## src/rtl/spi_register_bridge.sv

```systemverilog
// -----------------------------------------------------------------------------
// spi_register_bridge
//
// Turns the word stream from the SPI secondary shift stage into register
// accesses. Each chip-select frame opens with a command word: the MSB is the
// direction (1 = write, 0 = read) and the low ADDR_BITS bits are the start
// address. The data words that follow form a burst with an auto-incrementing
// address that wraps modulo NUM_REGS. Every written word also appears as a
// one-clock strobe for the downstream motion/stepper configuration logic.
//
// Ports:
//   clk                 system clock
//   rst                 synchronous, active-high reset
//   neg_enable          raw SPI chip-select pin, low = frame active
//   word_ready          one-clock pulse: data_word_received holds a full word
//   data_word_received  word from the SPI secondary, valid with word_ready
//   data_word_to_send   word the SPI secondary shifts out next
//   reg_write_valid     one-clock write strobe
//   reg_write_addr      address of the strobed write
//   reg_write_data      data of the strobed write
//   status_count        data words written since reset, wrapping
// -----------------------------------------------------------------------------
module spi_register_bridge #(
    parameter int WORD_BITS = 8,
    parameter int ADDR_BITS = 4,
    parameter int NUM_REGS  = 16
) (
    input  logic                 clk,
    input  logic                 rst,
    input  logic                 neg_enable,
    input  logic                 word_ready,
    input  logic [WORD_BITS-1:0] data_word_received,
    output logic [WORD_BITS-1:0] data_word_to_send,
    output logic                 reg_write_valid,
    output logic [ADDR_BITS-1:0] reg_write_addr,
    output logic [WORD_BITS-1:0] reg_write_data,
    output logic [WORD_BITS-1:0] status_count
);

    localparam logic [2:0] IDLE  = 3'd0;
    localparam logic [2:0] CMD   = 3'd1;
    localparam logic [2:0] WRITE = 3'd2;
    localparam logic [2:0] READ  = 3'd3;
    localparam logic [2:0] ERR   = 3'd4;

    localparam logic [ADDR_BITS-1:0] LAST_ADDR = ADDR_BITS'(NUM_REGS - 1);

    logic [WORD_BITS-1:0] reg_file [NUM_REGS];
    logic [2:0]           state;
    logic [ADDR_BITS-1:0] addr;

    // Two-flop synchronizer for the raw pin, plus one more flop holding the
    // previous synchronized value for falling-edge (frame start) detection.
    logic sync_1;
    logic sync_2;
    logic sync_prev;

    logic                 cs_active;
    logic                 frame_start;
    logic                 cmd_rw;
    logic [ADDR_BITS-1:0] cmd_addr;
    logic                 cmd_addr_bad;
    logic [ADDR_BITS-1:0] next_addr;

    assign cs_active    = !sync_2;
    assign frame_start  = sync_prev && !sync_2;
    assign cmd_rw       = data_word_received[WORD_BITS-1];
    assign cmd_addr     = data_word_received[ADDR_BITS-1:0];
    assign cmd_addr_bad = int'(cmd_addr) >= NUM_REGS;
    assign next_addr    = (addr == LAST_ADDR) ? '0 : addr + ADDR_BITS'(1);

    // NOTE: every flop here uses non-blocking assignment so that all state
    // updates on an edge see the pre-edge values of every other flop.
    always_ff @(posedge clk) begin
        if (rst) begin
            state             <= IDLE;
            addr              <= '0;
            sync_1            <= 1'b1;
            sync_2            <= 1'b1;
            sync_prev         <= 1'b1;
            data_word_to_send <= '0;
            reg_write_valid   <= 1'b0;
            reg_write_addr    <= '0;
            reg_write_data    <= '0;
            status_count      <= '0;
            // NOTE: the register file is small and must read back as zero
            // after reset, so it is built from resettable flops, not a RAM.
            for (int i = 0; i < NUM_REGS; i++) begin
                reg_file[i] <= '0;
            end
        end else begin
            sync_1          <= neg_enable;
            sync_2          <= sync_1;
            sync_prev       <= sync_2;
            reg_write_valid <= 1'b0;

            case (state)
                IDLE: begin
                    // word_ready is deliberately ignored here, including in
                    // the frame-start cycle itself.
                    data_word_to_send <= status_count;
                    if (frame_start) begin
                        state <= CMD;
                    end
                end
                CMD: begin
                    if (word_ready) begin
                        addr <= cmd_addr;
                        if (cmd_addr_bad) begin
                            state             <= ERR;
                            data_word_to_send <= '1;
                        end else if (cmd_rw) begin
                            state <= WRITE;
                        end else begin
                            state             <= READ;
                            data_word_to_send <= reg_file[cmd_addr];
                        end
                    end
                end
                WRITE: begin
                    if (word_ready) begin
                        reg_file[addr]  <= data_word_received;
                        reg_write_valid <= 1'b1;
                        reg_write_addr  <= addr;
                        reg_write_data  <= data_word_received;
                        status_count    <= status_count + WORD_BITS'(1);
                        addr            <= next_addr;
                    end
                end
                READ: begin
                    if (word_ready) begin
                        addr              <= next_addr;
                        data_word_to_send <= reg_file[next_addr];
                    end
                end
                ERR: begin
                    data_word_to_send <= '1;
                end
                default: begin
                    state <= IDLE;
                end
            endcase

            // Chip-select release wins over the state's own next-state choice,
            // but a word accepted in this same cycle has already been handled
            // above. Any partial burst is dropped.
            if (!cs_active && state != IDLE) begin
                state             <= IDLE;
                data_word_to_send <= status_count;
            end
        end
    end

endmodule

```

## config.mk

```make
export PLATFORM = sky130hd
export DESIGN_NAME = spi_register_bridge
export DESIGN_NICKNAME = d
export VERILOG_FILES = /design/src/rtl/spi_register_bridge.sv
export SDC_FILE = /design/constraint.sdc
export NUM_CORES = 1
export LEC_CHECK = 0
export BUFFER_PORTS_ARGS = -buffer_cell sky130_fd_sc_hd__buf_2
export CAP_MARGIN = 15
export CORE_ASPECT_RATIO = 0.7
export CORE_MARGIN = 2
export CORE_UTILIZATION = 50
export CTS_CLUSTER_DIAMETER = 40
export DETAILED_ROUTE_END_ITERATION = 6
export PLACE_DENSITY = 0.73
export SYNTH_ARGS = -nofsm -noshare
export SYNTH_HDL_FRONTEND = slang
export SYNTH_SLANG_ARGS = --single-unit
```

## constraint.sdc

```tcl
create_clock -name clk -period 3.3 [get_ports clk]
set_input_delay 0.33 -clock clk [delete_from_list [all_inputs] [get_ports clk]]
set_output_delay 0.33 -clock clk [all_outputs]
set_load 0.01 [all_outputs]
```

# --- After elaboration in Yosys (flattened, before gate mapping) ---
# Memories as Yosys holds them, arrays and structs flattened.
# Index checks and enable logic that the tools add are counted.
word_totals:
  ramBits: 128
  output_inout_bits: 29
  regBits: 39
  n_memories: 1
  wordCells: 62
classes:
  addsub: 2
  n_bitwise: 1
  muxes: 22
  n_eq_ne: 11
  n_reduce_logical: 15
mem_list:
  columns: ["name", "depth", "width", "rd", "rd_ports_with_merged_regs", "write_ports", "line_no", "text"]
  rows:
  - ["reg_file", 16, 8, 2, 0, 16, "48", "logic [WORD_BITS-1:0] reg_file [NUM_REGS];"]
op_table:
  columns: ["operator", "n"]
  rows:
  - ["2-to-1 mux 8 bit", 5]
  - ["case mux 8 bit (4 select lines)", 1]
  - ["2-to-1 mux 4 bit", 4]
  - ["inequality test 3 bit (second input constant)", 3]
  - ["case mux 3 bit (3 select lines)", 1]
  - ["adder 8 x 1 -> 8 bit (second input constant)", 1]
  - ["2-to-1 mux 1 bit", 8]
  - ["case mux 4 bit (2 select lines)", 1]
  - ["OR reduction 8 bit", 1]
  - ["== test 3 x 2 -> 1 bit (second input constant)", 2]
  - ["2-to-1 mux 3 bit", 2]
  - ["AND reduction 3 bit", 2]
  - ["nonzero test 5 bit", 1]
  - ["adder 4 x 1 -> 4 bit (second input constant)", 1]
  - ["== test 4 bit (second input constant)", 1]
  - ["inequality test 2 bit (second input constant)", 2]
  - ["AND reduction 4 bit", 1]
  - ["OR reduction 2 bit", 2]
  - ["== test 3 x 1 -> 1 bit (second input constant)", 1]
  - ["== test 3 bit (second input constant)", 1]
  - ["zero test 3 bit", 1]
  - ["nonzero test 3 bit", 1]
  - ["OR reduction 3 bit", 1]
  - ["logical AND 1 bit", 2]
  - ["other kinds (5)", 5]

# --- Longest topological paths before layout ---
# Gate-level depths: netlist of the first run.
depth:
  word_depth: 6
  ltp_mapped: 12
  depth_no_buf: 8

# --- Worst setup path before layout of the first run ---
# Ideal clock, no wire load.
synth_timing:
  kind: "register to register"
  startpoint: "register addr[0]"
  endpoint: "register data_word_to_send[6]"
  path_stages_with_launch: 13
  setup_ns: 0.122
  period_less_slack_ns: 2.462
  path_buffers: 5
  t_required_ns: 3.178
  setup_slack_ns: 0.838
  t_arrival_ns: 2.340
  cell_sequence: "dfxtp_1 > buf_4 > buf_2 > inv_1 > ha_1 > buf_4 > buf_2 > clkbuf_1 > nor2_1 > o22ai_1 > nand3_1 > a31oi_1 > a21oi_1"
synth_via:
  elab_chain_len: 6
  word_cells_on_any_way: 7
synth_lines:
  columns: ["element", "line_no", "text"]
  rows:
  - ["start: declaration", "50", "logic [ADDR_BITS-1:0] addr;"]
  - ["start signal: assignment", "108", "addr <= cmd_addr;"]
  - ["start signal: assignment", "127", "addr <= next_addr;"]
  - ["start signal: assignment", "132", "addr <= next_addr;"]
  - ["adder 4 x 1 -> 4 bit or == test 4 bit (tied branches)", "70", "assign next_addr = (addr == LAST_ADDR) ? '0 : addr + ADDR_BITS'(1);"]
  - ["2-to-1 mux 4 bit *", "70", null]
  - ["memory (16 x 8 bit) *", null, null]
  - ["2-to-1 mux 8 bit *", "131", "if (word_ready) begin"]
  - ["case mux 8 bit (4 select lines) *", "97", "case (state)"]
  - ["2-to-1 mux 8 bit *", "147", "if (!cs_active && state != IDLE) begin"]
  - ["end signal: assignment", "101", "data_word_to_send <= status_count;"]
  - ["end signal: assignment", "133", "data_word_to_send <= reg_file[next_addr];"]
  - ["end signal: assignment", "149", "data_word_to_send <= status_count;"]
  - ["end: declaration", "33", "output logic [WORD_BITS-1:0] data_word_to_send,"]
# Mark *: on every way between the ends. The rest lies on a longest branch, timed or not. The select of a mux whose other input is x is not followed.
# A chain may end at the register's enable or synchronous reset.

# --- Final worst setup path of the first run ---
layout_timing:
  startpoint: "register addr[1]"
  endpoint: "register data_word_to_send[2]"
# The elaborated chain is that of the path after synthesis.

==> impl_metrics.env, run 1 <==
export IMPL_status="finished, final reports clean"
export IMPL_clk_pin_slew_worst_paths_ns=0.07
export IMPL_firstDrtPassIters=6
export IMPL_coreArea_um2=17170
export IMPL_clock_path_buffers=2
export IMPL_die_w_um=162.4
export IMPL_clk_latency_ns=0.43
export IMPL_start_kind="flop"
export IMPL_n_fill_cell=1421
export IMPL_clock_sinks=166
export IMPL_syn_nets=784
export IMPL_drive_gt1_frac=0.1993
export IMPL_rows=40
export IMPL_finalHoldViolations=0
export IMPL_p_sw_uw=1119
export IMPL_synth_edf_count=128
export IMPL_routabilityCongestion=1.013
export IMPL_crit_type="reg -> reg"
export IMPL_regArea_um2=4606
export IMPL_fmax_ghz=0.3707
export IMPL_cts_tree="yes"
export IMPL_grt_total_usage=0.2805
export IMPL_dp_hpwl_mm=17.88
export IMPL_synth_area_um2=8785
export IMPL_grt_ovfl_total=0
export IMPL_dp_cells=1002
export IMPL_drc=0
export IMPL_min_period_ns=2.697
export IMPL_nNetsFinal=807
export IMPL_post_cts_buffers=0
export IMPL_crit_path_max_fanout=16
export IMPL_drv_slew=0
export IMPL_arrival_ns=3.04
export IMPL_power_share_clock=0.417
export IMPL_cts_hold_buf=0
export IMPL_post_cts_resize_count=0
export IMPL_grt_pass1_vias=6150
export IMPL_insertedDiodeCount=0
export IMPL_worst_pin_slew_ns=0.9294
export IMPL_layoutNonFillerInstCount=1034
export IMPL_maxCapViolCount=0
export IMPL_numCtsBuffers=17
export IMPL_p_leak_uw=0.003525
export IMPL_ys_seq_elements=166
export IMPL_ant_nets=0
export IMPL_root_buffer="clkbuf_16"
export IMPL_rsz0062_at_grt="false"
export IMPL_intPower_uw=3465
export IMPL_async_flop_share=0
export IMPL_clock_skew_ns=0.009236
export IMPL_viasPerCell=6.355
export IMPL_antenna_found_initial=0
export IMPL_multiInputGateArea_um2=3860
export IMPL_p_seq_frac=0.512
export IMPL_fin_util=0.5653
export IMPL_totalWireLength_mm=25.53
export IMPL_powerDensity_nw_per_um2=472.4
export IMPL_worst_hold_slack_ns=0.09633
export IMPL_yosys_area_top_type="edfxtp_1"
export IMPL_avgSynthCellArea_um2=11.45
export IMPL_fp_dieArea_um2=18660
export IMPL_grt_pass1_wl_mm=37.99
export IMPL_die_h_um=114.9
export IMPL_setup_viol=0
export IMPL_start_util=0.5117
export IMPL_end_kind="flop"
export IMPL_syn_inst=767
export IMPL_h_tree_depth=4
export IMPL_vias=6571
export IMPL_ys_types=52
export IMPL_numPortBuffers=40
export IMPL_syn2layout_area_growth_pct=10.47
export IMPL_ys_warn_count=0
export IMPL_hp_class="in -> reg"
export IMPL_synth_flop_cell="edfxtp_1"
export IMPL_p_comb_frac=0.071
export IMPL_slew_headroom=0.3787
export IMPL_ioPinCount=41
export IMPL_drtIter0Drc=922
export IMPL_p_sw_frac=0.2442
export IMPL_required_ns=3.65
export IMPL_wl_per_cell_um=24.69
export IMPL_ys_seq_area_frac=0.5241
export IMPL_grt_max_degree=52
export IMPL_synth_top_area_share=0.4375
export IMPL_synth_top_cells_by_area="edfxtp_1 (44%), dfxtp_1 (8.7%), mux4_2 (8.5%), and2_1 (8.0%), nor2_1 (3.5%)"
export IMPL_irDropWorstVdd_mv=0.2714
export IMPL_setup_tns_ns=0
export IMPL_min_period_over_period=0.8174
## sequential cells by signal, indices dropped and copies added, names as in the netlist
name / flops
reg_write_addr: 4
status_count: 8
data_word_to_send: 8
sync_2: 1
reg_file: 128
state: 2
addr: 4
reg_write_valid: 1
sync_prev: 1
sync_1: 1
reg_write_data: 8
## worst max-delay path: stages (launching register included)
cell and delay [ns]:
dfxtp_1 0.44, inv_1 0.12, ha_2 0.45, nand2b_1 0.23, a21oi_2 0.70, o22ai_1 0.20
nand3_1 0.15, nand3_1 0.09, a31oi_1 0.22
## power by group through the flow
| stage | logic [uW] | registers, uW | clock network [uW] |
|---|---|---|---|
| 2_1_floorplan | 224 | 2360 | 0 |
| 3_3_place_gp | 313 | 2390 | 0 |
| 3_5_place_dp | 319 | 2390 | 0 |
| 4_1_cts | 320 | 2340 | 1910 |
| 5_1_grt | 344 | 2350 | 2000 |
| 6_report | 326 | 2350 | 1910 |
## worst paths after layout
check / from / cells past startpoint / slack (ns) / to
max: addr[1]$_SDFFE_PP0P_ / 8 / 0.60 / data_word_to_send[2]$_SDFFE_PP0P_
min: neg_enable / 2 / 0.1 / sync_1$_SDFF_PP1_
max reg2reg: addr[1]$_SDFFE_PP0P_ / 8 / 0.60 / data_word_to_send[2]$_SDFFE_PP0P_
min reg2reg: sync_1$_SDFF_PP1_ / 1 / 0.41 / sync_2$_SDFF_PP1_
## final cells by class
type                    count  share of cell area
repair buffers             63             0.03971
well taps                 231             0.02978
flip-flops and latches    166              0.4746
inverters                   3            0.001160
clock buffers              18             0.04422
multi-input cells         539              0.3978
clock inverters            14             0.01276
## placed cells by master (no fill, tap or decap), drive strengths merged, types with 4 or more instances in the layout
| cell type | count |
|---|---|
| ha | 5 |
| clkbuf | 18 |
| nor2 | 84 |
| or2 | 19 |
| o22ai | 17 |
| inv | 8 |
| nor4 | 4 |
| a21oi | 18 |
| a22oi | 10 |
| edfxtp | 128 |
| mux2i | 19 |
| nand2 | 53 |
| nor3 | 16 |
| o211a | 6 |
| xor2 | 5 |
| mux4 | 39 |
| clkinv | 6 |
| o211ai | 9 |
| a32oi | 8 |
| dfxtp | 38 |
| and2 | 113 |
| o21ai | 18 |
| nand3 | 56 |
| nor2b | 4 |
| a31oi | 11 |
| buf | 63 |
## synthesized netlist by cell type (all sizes together), types with 11 or more instances
| cell | n |
|---|---|
| nand3 | 56 |
| mux4 | 39 |
| nand2 | 53 |
| o22ai | 17 |
| clkbuf | 28 |
| and2 | 113 |
| or2 | 19 |
| a31oi | 11 |
| nor2 | 84 |
| dfxtp | 38 |
| a21oi | 18 |
| o21ai | 18 |
| buf | 31 |
| mux2i | 19 |
| nor3 | 16 |
| edfxtp | 128 |
## metrics by stage
step / instance area [um2] / setup slack, ns / power, uW
2_1_floorplan: 8785 / 0.8379 / 2588
3_3_place_gp: 9151 / 0.7917 / 2701
3_5_place_dp: 9151 / 0.6794 / 2708
4_1_cts: 9704 / 0.6794 / 4579
5_1_grt: 9704 / 0.4018 / 4691
6_report: 9704 / 0.6026 / 4584
## kinds of logic (layout without fill, tap and decap cells)
kind of cell	count (synthesis)	in the layout	share of synthesized area
DFF	166	166	0.5241
adders and majority gates	5	5	0.007121
xor gates and xnor gates	8	8	0.007976
muxes	58	58	0.1242
buffers and inverters	62	98	0.03675
AOI/OAI and AO/OA	105	105	0.08432
and+or+nand+nor	363	363	0.2155
## per-layer routing
metal / global-route usage / vias up / routed length, um
met1: 0.4126 / 3232 / 10800
li1: - / 2865 / -
met5: 0 / - / 0
met4: 0.06667 / 0 / 381
met2: 0.3918 / 437 / 10730
met3: 0.1097 / 37 / 3629
(Power assumes the default switching activity.)
==> run 2: changes to the inputs <==
--- a/config.mk
+++ b/config.mk
@@ -12,7 +12,7 @@
 export CORE_UTILIZATION = 50
 export CTS_CLUSTER_DIAMETER = 40
 export DETAILED_ROUTE_END_ITERATION = 6
-export PLACE_DENSITY = 0.73
+export PLACE_DENSITY = 0.76
 export SYNTH_ARGS = -nofsm -noshare
 export SYNTH_HDL_FRONTEND = slang
 export SYNTH_SLANG_ARGS = --single-unit
==> constraint.sdc (replaced) <==
create_clock -name clk -period 2.3 [get_ports clk]
set_input_delay 0.23 -clock clk [delete_from_list [all_inputs] [get_ports clk]]
set_output_delay 0.23 -clock clk [all_outputs]
set_load 0.01 [all_outputs]
==> run 2 against run 1 <==
Final area grew 3.1%. First-iteration DRC count grew 19%. Sequential share of layout area shrank 1.4 points. Highest routed layer unchanged. Non-clock buffer count grew 28. Largest power group unchanged. Critical endpoint is now data_word_to_send[6]$_SDFFE_PP0P_. Largest cell class unchanged. Die area is the same. Combinational power grew 50%. Routed wire length grew 0.57%. Sequential cell count is the same.
==> impl_metrics.env, run 2 (synthesis results as in run 1) <==
export IMPL_routabilityCongestion=0.9535
export IMPL_grt_pass1_vias=6132
export IMPL_end_kind="flop"
export IMPL_reg2reg_from="addr[1]$_SDFFE_PP0P_"
export IMPL_whs_endpoint="reg_write_data[2]$_SDFFE_PP0P_"
export IMPL_ioPinCount=41
export IMPL_min_period_over_period=0.9722
export IMPL_start_kind="flop"
export IMPL_layout_common_cells="edfxtp_1 (128), and2_1 (113), nor2_1 (81), nand3_1 (56), nand2_1 (52)"
export IMPL_drc=0
export IMPL_die_h_um=114.9
export IMPL_drive_gt1_frac=0.2332
export IMPL_clock_sinks=166
export IMPL_p_leak_uw=0.003692
export IMPL_fin_total_pwr_uw=6662
export IMPL_required_ns=2.61
export IMPL_coreArea_um2=17170
export IMPL_vias=6700
export IMPL_rsz0062_at_grt="false"
export IMPL_grt_pass1_wl_mm=38.01
export IMPL_min_period_ns=2.236
export IMPL_slew_headroom=0.4231
export IMPL_drv_slew=0
export IMPL_dp_hpwl_mm=17.81
export IMPL_layout_commonest_cell="edfxtp_1"
export IMPL_grt_ovfl_total=0
export IMPL_h_tree_depth=4
export IMPL_insertedDiodeCount=0
export IMPL_totalWireLength_mm=25.68
export IMPL_nNetsFinal=836
export IMPL_numPortBuffers=40
export IMPL_numCtsBuffers=17
export IMPL_die_w_um=162.4
export IMPL_worstHoldStart="data_word_received[2]"
export IMPL_root_buffer="clkbuf_16"
export IMPL_n_fill_cell=1435
export IMPL_status="finished, final reports clean"
export IMPL_ant_nets=0
export IMPL_irDropWorstVdd_mv=0.3964
export IMPL_largest_register_ffs=128
export IMPL_clk_latency_ns=0.44
export IMPL_fmax_ghz=0.4472
export IMPL_clock_skew_ns=0.01029
export IMPL_firstDrtPassIters=5
export IMPL_fin_util=0.5829
export IMPL_rrSetupSlack_ns=0.06
export IMPL_hp_class="in -> reg"
export IMPL_maxCapViolCount=0
export IMPL_arrival_ns=2.55
export IMPL_clock_path_buffers=2
export IMPL_rr_worst_depth=8
export IMPL_crit_type="reg -> reg"
export IMPL_rows=40
export IMPL_clk_pin_slew_worst_paths_ns=0.07
export IMPL_start_util=0.5117
export IMPL_largest_register="reg_file"
export IMPL_viasPerCell=6.303
export IMPL_r2r_end="data_word_to_send[6]$_SDFFE_PP0P_"
export IMPL_finalHoldViolations=0
export IMPL_grt_max_degree=52
export IMPL_grt_total_usage=0.2825
export IMPL_fp_dieArea_um2=18660
export IMPL_worst_hold_slack_ns=0.1102
export IMPL_crit_path_max_fanout=7
export IMPL_syn2layout_area_growth_pct=13.90
export IMPL_setup_tns_ns=0
export IMPL_holdPathStages=3
export IMPL_worst_pin_slew_ns=0.8630
export IMPL_wl_per_cell_um=24.16
export IMPL_drtIter0Drc=1101
export IMPL_setup_viol=0
export IMPL_antenna_found_initial=2
export IMPL_powerDensity_nw_per_um2=665.8
export IMPL_cts_tree="yes"
[run 2: changes by cell type in the layout (fill, tap and decap cells not counted), moves of 3 or more]
cell and change:
clkinv_1 -3, buf_4 +22, clkinv_2 +3, buf_12 +3
[run 2: per-layer routing]
layer / wire (um) / part of all wire / global-route usage
met3: 3594 / 0.14 / 0.09776
met2: 10440 / 0.41 / 0.3736
met4: 508 / 0.020 / 0.08083
met1: 11130 / 0.43 / 0.4363
met5: 0 / 0 / 0
[run 2: final cells by class]
class	instances	area, um2	share of cell area
sequential	166	4606	0.4603
multi-input combinational	540	3891	0.3889
timing repair buffer	91	641.9	0.06415
clock buffer	17	425.4	0.04252
tap	231	289.0	0.02889
clock inverter	15	141.4	0.01413
inverter	3	11.26	0.001125
[run 2: worst max path at each step]
stage                               startpoint                                 to  slack (ns)  depth (start not counted)
after floorplan           addr[0]$_SDFFE_PP0P_  data_word_to_send[2]$_SDFFE_PP0P_        0.02                          9
after global placement    addr[1]$_SDFFE_PP0P_  data_word_to_send[5]$_SDFFE_PP0P_        0.18                          9
after detailed placement  addr[1]$_SDFFE_PP0P_  data_word_to_send[5]$_SDFFE_PP0P_        0.13                          8
after CTS                 addr[1]$_SDFFE_PP0P_  data_word_to_send[5]$_SDFFE_PP0P_         0.1                          8
after global routing      addr[1]$_SDFFE_PP0P_  data_word_to_send[2]$_SDFFE_PP0P_       0.005                          8
final                     addr[1]$_SDFFE_PP0P_  data_word_to_send[6]$_SDFFE_PP0P_        0.06                          8
[run 2: repair_timing]
item,4_1_cts,5_1_grt
hold endpoints to repair,2,0
setup endpoints to repair,0,5
hold buffers,2,0
gates resized for setup,0,4
buffers inserted,0,2
[run 2: critical path, cell delays in order, from the launching register on]
cell,delay (ns)
dfxtp_1,0.41
buf_4,0.16
ha_1,0.25
and2_1,0.38
a22oi_2,0.25
o22ai_1,0.21
nand3_1,0.17
a31oi_1,0.21
a21oi_1,0.09
[run 2: report_power, final]
part | leakage, uW | internal (uW) | switching [uW]
Sequential | 0.00163 | 3300 | 68.7
Combinational | 0.00178 | 187 | 302
Clock | 0.000279 | 1520 | 1290
[run 2: through the flow]
stage / instance area [um2] / std cells / worst slack, ns
after global placement: 9376 / 1026 / 0.1837
after detailed placement: 9376 / 1026 / 0.1281
final: 10010 / 1063 / 0.06384
after floorplan: 8801 / 767 / 0.01509
after global routing: 10010 / 1063 / 0.005097
after CTS: 9963 / 1060 / 0.09892
